## config.mk

```make
export PLATFORM = sky130hd
export DESIGN_NAME = mult_shift_add_flat
export DESIGN_NICKNAME = d
export VERILOG_FILES = /design/src/rtl/mult_shift_add_if.sv /design/src/rtl/mult_shift_add.sv /design/src/flat_wrapper.sv
export SDC_FILE = /design/constraint.sdc
export NUM_CORES = 1
export LEC_CHECK = 0
export BUFFER_PORTS_ARGS = -buffer_cell sky130_fd_sc_hd__buf_2
export CORE_ASPECT_RATIO = 1.5
export CORE_MARGIN = 2
export CORE_UTILIZATION = 47
export CTS_BUF_LIST = sky130_fd_sc_hd__clkbuf_2 sky130_fd_sc_hd__clkbuf_4 sky130_fd_sc_hd__clkbuf_8
export CTS_CLUSTER_SIZE = 10
export DETAILED_ROUTE_END_ITERATION = 10
export HOLD_SLACK_MARGIN = 0.15
export PLACE_DENSITY = 0.68
export SYNTH_ARGS = -nofsm -noshare
export SYNTH_HDL_FRONTEND = slang
export SYNTH_SLANG_ARGS = --single-unit
```

## constraint.sdc

```tcl
create_clock -name clock -period 2.6 [get_ports clock]
set_input_delay 0.13 -clock clock [delete_from_list [all_inputs] [get_ports clock]]
set_output_delay 0.13 -clock clock [all_outputs]
set_load 0.05 [all_outputs]
```

## src/rtl/mult_shift_add_if.sv

```systemverilog
// Operand/result bundle between the operand mux/controller and the MAC unit.
// Signals: iniciar (start), a/b/c (N-bit operands), resultado (2N-bit result),
// pronto (completion pulse), ocupado (busy).
// master: controller side (drives start and operands); slave: the MAC unit.
`timescale 1ns/1ps
interface mult_shift_add_if #(
  parameter int unsigned N = 10
);
  logic               iniciar;
  logic [N-1:0]       a;
  logic [N-1:0]       b;
  logic [N-1:0]       c;
  logic [2*N-1:0]     resultado;
  logic               pronto;
  logic               ocupado;

  modport master (
    output iniciar, a, b, c,
    input  resultado, pronto, ocupado
  );

  modport slave (
    input  iniciar, a, b, c,
    output resultado, pronto, ocupado
  );
endinterface

```

## src/rtl/mult_shift_add.sv

```systemverilog
// Sequential shift-and-add multiply-accumulate: resultado = a*b + c.
// Ports: clock, reset (async, active-high), bus (slave side of
// mult_shift_add_if carrying iniciar, a, b, c in and resultado, pronto,
// ocupado out). One bit of the multiplier is consumed per cycle, so a
// result appears N cycles after the start edge and is held until the next
// completion.
`timescale 1ns/1ps
module mult_shift_add #(
  parameter int unsigned N = 10
) (
  input  logic           clock,
  input  logic           reset,
  mult_shift_add_if.slave bus
);

  localparam int unsigned W  = 2 * N;
  localparam int unsigned CW = (N > 1) ? $clog2(N) : 1;

  typedef enum logic [1:0] {
    OCIOSO  = 2'd0,
    CALCULA = 2'd1,
    FIM     = 2'd2
  } state_e;

  state_e          state_q, state_d;
  logic [W-1:0]    mcand_q, mcand_d;
  logic [W-1:0]    acc_q, acc_d;
  logic [W-1:0]    resultado_q, resultado_d;
  logic [N-1:0]    mplier_q, mplier_d;
  logic [CW-1:0]   cont_q, cont_d;
  logic            pronto_q, pronto_d;
  logic            ocupado_q, ocupado_d;
  logic [W-1:0]    acc_sum;

  // Next-state and datapath update
  always_comb begin
    state_d     = state_q;
    mcand_d     = mcand_q;
    acc_d       = acc_q;
    resultado_d = resultado_q;
    mplier_d    = mplier_q;
    cont_d      = cont_q;
    // Carry-out is dropped: a*b + c never exceeds 2N bits.
    acc_sum     = acc_q + (mplier_q[0] ? mcand_q : '0);

    case (state_q)
      OCIOSO: begin
        if (bus.iniciar) begin
          mcand_d  = {{N{1'b0}}, bus.a};
          mplier_d = bus.b;
          acc_d    = {{N{1'b0}}, bus.c};
          cont_d   = '0;
          state_d  = CALCULA;
        end
      end
      CALCULA: begin
        acc_d    = acc_sum;
        mcand_d  = mcand_q << 1;
        mplier_d = mplier_q >> 1;
        cont_d   = cont_q + CW'(1);
        // Last iteration publishes the sum including this cycle's add.
        if (cont_q == CW'(N - 1)) begin
          resultado_d = acc_sum;
          state_d     = FIM;
        end
      end
      FIM: begin
        state_d = OCIOSO;
      end
      default: begin
        state_d = OCIOSO;
      end
    endcase

    // Flags are registered copies of the upcoming state's decode.
    pronto_d  = (state_d == FIM);
    ocupado_d = (state_d != OCIOSO);
  end

  // State and datapath registers
  always_ff @(posedge clock or posedge reset) begin
    if (reset) begin
      state_q     <= OCIOSO;
      mcand_q     <= '0;
      acc_q       <= '0;
      resultado_q <= '0;
      mplier_q    <= '0;
      cont_q      <= '0;
      pronto_q    <= 1'b0;
      ocupado_q   <= 1'b0;
    end else begin
      state_q     <= state_d;
      mcand_q     <= mcand_d;
      acc_q       <= acc_d;
      resultado_q <= resultado_d;
      mplier_q    <= mplier_d;
      cont_q      <= cont_d;
      pronto_q    <= pronto_d;
      ocupado_q   <= ocupado_d;
    end
  end

  assign bus.resultado = resultado_q;
  assign bus.pronto    = pronto_q;
  assign bus.ocupado   = ocupado_q;

endmodule

```

## src/flat_wrapper.sv

```systemverilog
// flat-port wrapper written by rule: the top's interface ports become plain ports
module mult_shift_add_flat 
#(
  parameter int unsigned N = 10
)
  (clock, reset, bus_iniciar, bus_a, bus_b, bus_c, bus_resultado, bus_pronto, bus_ocupado);
  mult_shift_add_if #(.N(N)) bus_i ();
  input  logic clock;
  input  logic reset;
  input wire logic [$bits(bus_i.iniciar)-1:0] bus_iniciar;
  input wire logic [$bits(bus_i.a)-1:0] bus_a;
  input wire logic [$bits(bus_i.b)-1:0] bus_b;
  input wire logic [$bits(bus_i.c)-1:0] bus_c;
  output wire logic [$bits(bus_i.resultado)-1:0] bus_resultado;
  output wire logic [$bits(bus_i.pronto)-1:0] bus_pronto;
  output wire logic [$bits(bus_i.ocupado)-1:0] bus_ocupado;
  assign bus_i.iniciar = bus_iniciar;
  assign bus_i.a = bus_a;
  assign bus_i.b = bus_b;
  assign bus_i.c = bus_c;
  assign bus_resultado = bus_i.resultado;
  assign bus_pronto = bus_i.pronto;
  assign bus_ocupado = bus_i.ocupado;
  mult_shift_add #(.N(N)) u_core (.clock(clock), .reset(reset), .bus(bus_i));
endmodule
```

* Yosys cells after proc, flatten, opt, wreduce, memory -nomap -nowiden
Index checks and enable logic that the tools add are counted.
Word-level totals: input bits 33, bits in registers 78, logic and storage cells 31, output and inout bits 22
Operators by class: equal/unequal tests 4, mux-type cells 12, reductions and logical operators 5, $add $sub $neg 2
Operators by type and width (number):
- one-hot mux 20 bit (2 select lines) | 2
- 2-to-1 mux 20 bit | 3
- adder 20 bit | 1
- one-hot mux 10 bit (2 select lines) | 1
- 2-to-1 mux 10 bit | 1
- one-hot mux 4 bit (2 select lines) | 1
- adder 4 x 1 -> 4 bit, second input constant | 1
- == test 4 bit, second input constant | 1
- 2-to-1 mux 2 bit | 2
- 2-to-1 mux 4 bit | 1
- one-hot mux 2 bit (2 select lines) | 1
- AND reduction 2 bit | 2
- nonzero test 2 bit | 2
- == test 2 x 1 -> 1 bit, second input constant | 1
- == test 2 bit, second input constant | 1
- zero test 2 bit | 1
- != test 2 bit, second input constant | 1

* Depth between registers and ports, before layout
depth after elaboration 4, gate-level depth with buffers 11, mapped depth without buffers 10

* Worst setup path after synthesis
No wires, ideal clock.
kind reg2reg, start register u_core.mplier_q[0], end register u_core.resultado_q[14], in the netlist u_core.bus.resultado[14], data arrival time 2451 ps, clock period less this slack 2575 ps, data required time 2475 ps, stages on the path, launching flop included 12, buffers on the path 1, setup slack 25 ps, setup time 125 ps, cell sequence dfrtp_1 > clkbuf_1 > and2_1 > ha_1 > fa_1 > a21oi_1 > o21ai_2 > a21oi_2 > o21ai_2 > a31oi_4 > xnor2_1 > mux2_2
On the way: longest elaborated chain between the ends 2
Ends and longest elaborated chain:
- from (decl) | RTL line mult_shift_add.sv:29 | logic [N-1:0] mplier_q, mplier_d;
- from (signal assigned) | RTL line mult_shift_add.sv:96 | mplier_q <= mplier_d;
- 2-to-1 mux 20 bit | RTL line mult_shift_add.sv:44 | acc_sum = acc_q + (mplier_q[0] ? mcand_q : '0);
- adder 20 bit | RTL line mult_shift_add.sv:44
- to (signal assigned) | RTL line mult_shift_add.sv:95 | resultado_q <= resultado_d;
- to (decl) | RTL line mult_shift_add.sv:28 | logic [W-1:0] resultado_q, resultado_d;
No other way between the ends. A chain may end at the register's enable or synchronous reset.

* Worst setup path after layout
start register u_core.mplier_q[0], end register u_core.resultado_q[15], in the netlist u_core.bus.resultado[15]
Same word-level chain as after synthesis.

==> impl_metrics.ini <==
[synth]
ys.flop_type = dfrtp_1
synth.avg_cell_area_um2 = 9.48
ys_ff_latch = 78
synth_edf_count = 0
synthCells = 452
seq_area_frac_synth_pct = 45.5
ys_warn_count = 0
ys_async_sr_fraction_pct = 100
yosysUniqueCellTypes = 47
synth_area_mm2 = 0.00429
synthesis.nets = 507

[setup_path]
cpPeakStageDelay_ns = 0.42
critical_path.startpoint_type = flip-flop
crit_slowest_cell = dfrtp_1
end_kind = flip-flop
cp.arrival_ns = 2.73
path_max_fanout = 6
path_class = reg2reg
worstPathRequired_ns = 2.84
crit_path_cell_trace = and2_1 > ha_1 > a21o_1 > and4_1 > o21ai_4 > o311a_4 > o31ai_4 > xor2_1 > mux2_2

[global_routing]
grt_pass1_wl_um = 18400
grt_pass1_vias = 3738
grt_overflow = 0
grt_usage_pct = 24.6
grt_max_degree = 56
antenna_found_initial = 0

[clock_tree]
root_buffer = clkbuf_8
htree_num_levels = 3
path_clk_slew_ns = 0.07
cts_tree = done
clock-sinks = 78
cts-buffers-inserted = 9
clockBufferDepth = 2
clk_latency_ns = 0.35

[route]
drc_errors = 0
wl_per_cell_um = 17.2
first_pass_iters = 4
drt-vias-per-instance = 5.54
drt_iter0_drc = 173
totalWireLength_um = 11300
dr_total_vias = 3632
ant_nets = 0

[status]
status = completed

[finish]
diodes = 0
layout.nets = 598
fillers = 765
stdcell_area_mm2 = 0.00537
drive_above_1_share_pct = 22.7
fin_cells = 656
areaGrowthSynthToFinish_pct = 25.3

[die]
coreArea_mm2 = 0.00883
start_util_pct = 48.5
die_y_um = 121
io-pin-count = 55
dieArea_mm2 = 0.00991
rows = 42
die-width_um = 82.0

[min_path]
hold_class = in2reg

[sta]
worst_slack_ns = 0.107
period_share_pct = 95.9
whs_ns = 0.322
setup_viol = 0
final.min_clock_period_ns = 2.49
fin_skew_ns = 0.00969
max_freq_ghz = 0.401
hold_viol = 0
maxSlewHeadroom_pct = 33.7
tightest_slew_ns = 0.993
slew_violations = 0

[placement]
portBuffers = 54
post_dp_cell_area_mm2 = 0.00475
placed_cells = 610
pre_cts_ws_ns = -0.00709
gp_congestion = 0.929
post-dp-hpwl_um = 7980

[job]
maxCapViolCount = 0

[pwr]
leakagePower_nw = 2.52
vdd_drop_max_uv = 474
p_total_w = 0.00608
power_density_mw_per_mm2 = 1130
==> placed cells by master, fill, tap and decap left out, types with 4 or more instances in the layout <==
cell           instances
a21o_1                 4
dlygate4sd3_1         31
mux2_2                 5
buf_2                 54
o21bai_1               4
ha_4                   5
xnor2_1                8
buf_4                 23
a22oi_1               24
nand4_1                6
dfrtp_1               78
a21oi_1               25
and2_1                19
nand3_1                9
clkbuf_8              10
a22o_1                19
inv_1                  9
nand2_1               74
nor2b_1               12
ha_1                  16
a21oi_2                6
nor2_1                12
xor2_1                 9
o21ai_0               40
==> Yosys cell counts (3+ instances only) <==
cell type	count	area (um^2)
o21ai_2	4	35.0
and2_1	19	119
a22o_1	19	166
ha_1	21	263
mux2_2	5	56.3
o21ai_0	40	200
nand2_1	74	278
xnor2_1	9	78.8
nand4_1	6	37.5
a21oi_1	29	145
a21o_1	4	30.0
nor2b_1	13	81.3
a32oi_1	3	26.3
o21bai_1	4	30.0
inv_1	10	37.5
buf_2	3	15.0
nand3_1	9	45.0
a22oi_1	24	180
clkbuf_1	24	90.1
nor2_1	12	45.0
xor2_1	9	78.8
o22ai_1	3	18.8
dfrtp_1	78	1950
==> registers in the layout, indices dropped and copies added, names as in the netlist <==
name,flops
u_core.mcand_q,20
u_core.state_q,2
u_core.mplier_q,10
u_core.bus.resultado,20
u_core.cont_q,4
u_core.acc_q,20
u_core.bus.ocupado,1
u_core.bus.pronto,1
==> worst max-delay path, delay by kind of cell (launching register included) <==
kind	cells	cell delay [ns]
flops	1	0.42
simple gates	2	0.45
fa+ha+maj	1	0.28
mux	1	0.27
compound gates	4	0.85
xor+xnor	1	0.11
==> power breakdown <==
part	internal [W]	switching [W]	leakage [nW]	total (W)
clock network	0.000457	0.000433	0.0980	0.000890
logic	0.00115	0.00195	1.42	0.00310
registers	0.00172	0.000374	1.00	0.00209
==> cell type report <==
class,instances,area [um^2],share of cell area [%]
multi-input cells,335,2300,42.8
clock buffers,10,138,2.56
well taps,110,138,2.56
inverters,11,42.5,0.792
repair buffers,108,753,14.0
clock inverters,4,48.8,0.909
flip-flops and latches,78,1950,36.3
==> cells by family (layout without fill, tap and decap cells) <==
group | after synthesis | in the layout | synth area share (%)
adder cells (fa/ha/maj) | 22 | 22 | 6.60
XOR/XNOR | 18 | 18 | 3.68
flip-flops | 78 | 78 | 45.5
buffers and inverters | 39 | 133 | 3.50
AND/OR/NAND/NOR | 145 | 145 | 16.0
AO/OA/AOI/OAI | 145 | 145 | 23.3
multiplexers | 5 | 5 | 1.31
==> what timing repair did <==
item,4_1_cts,5_1_grt
endpoints found under the hold margin,83,0
gates cloned,0,0
resized for setup,2,17
hold buffers,31,0
setup buffers,0,1
pin swaps,0,7
endpoints found under the setup margin,1,12
==> per-stage QoR <==
stage / utilization, % / setup TNS [ns]
floorplan: - / 0
global placement: 53.8 / 0
detailed placement: 53.8 / -0.00709
CTS: 59.6 / 0
global route: 60.8 / -0.0262
finish: 60.8 / 0
==> layer usage <==
metal / vias up / track usage, % / routed length (um)
met5: - / 0 / 0
met1: 1757 / 29.3 / 4600
li1: 1787 / - / -
met2: 67 / 43.1 / 6160
met3: 21 / 3.50 / 217
met4: 0 / 10.5 / 314
==> path summary, 6_finish.rpt <==
| check | startpoint | to | slack [ns] | cells past startpoint |
|---|---|---|---|---|
| setup / recovery | u_core.mplier_q[0] | u_core.bus.resultado[15] | 0.11 | 9 |
| hold / removal | bus_iniciar | u_core.mcand_q[0] | 0.32 | 2 |
| setup reg to reg | u_core.mplier_q[0] | u_core.bus.resultado[15] | 0.11 | 9 |
| hold reg to reg | u_core.bus.resultado[13] | u_core.bus.resultado[13] | 0.48 | 2 |
| max in group asynchronous | reset | u_core.mcand_q[3] | 1.35 | 4 |
| min in group asynchronous | reset | u_core.mcand_q[15] | 0.50 | 3 |
(Power assumes the default switching activity.)
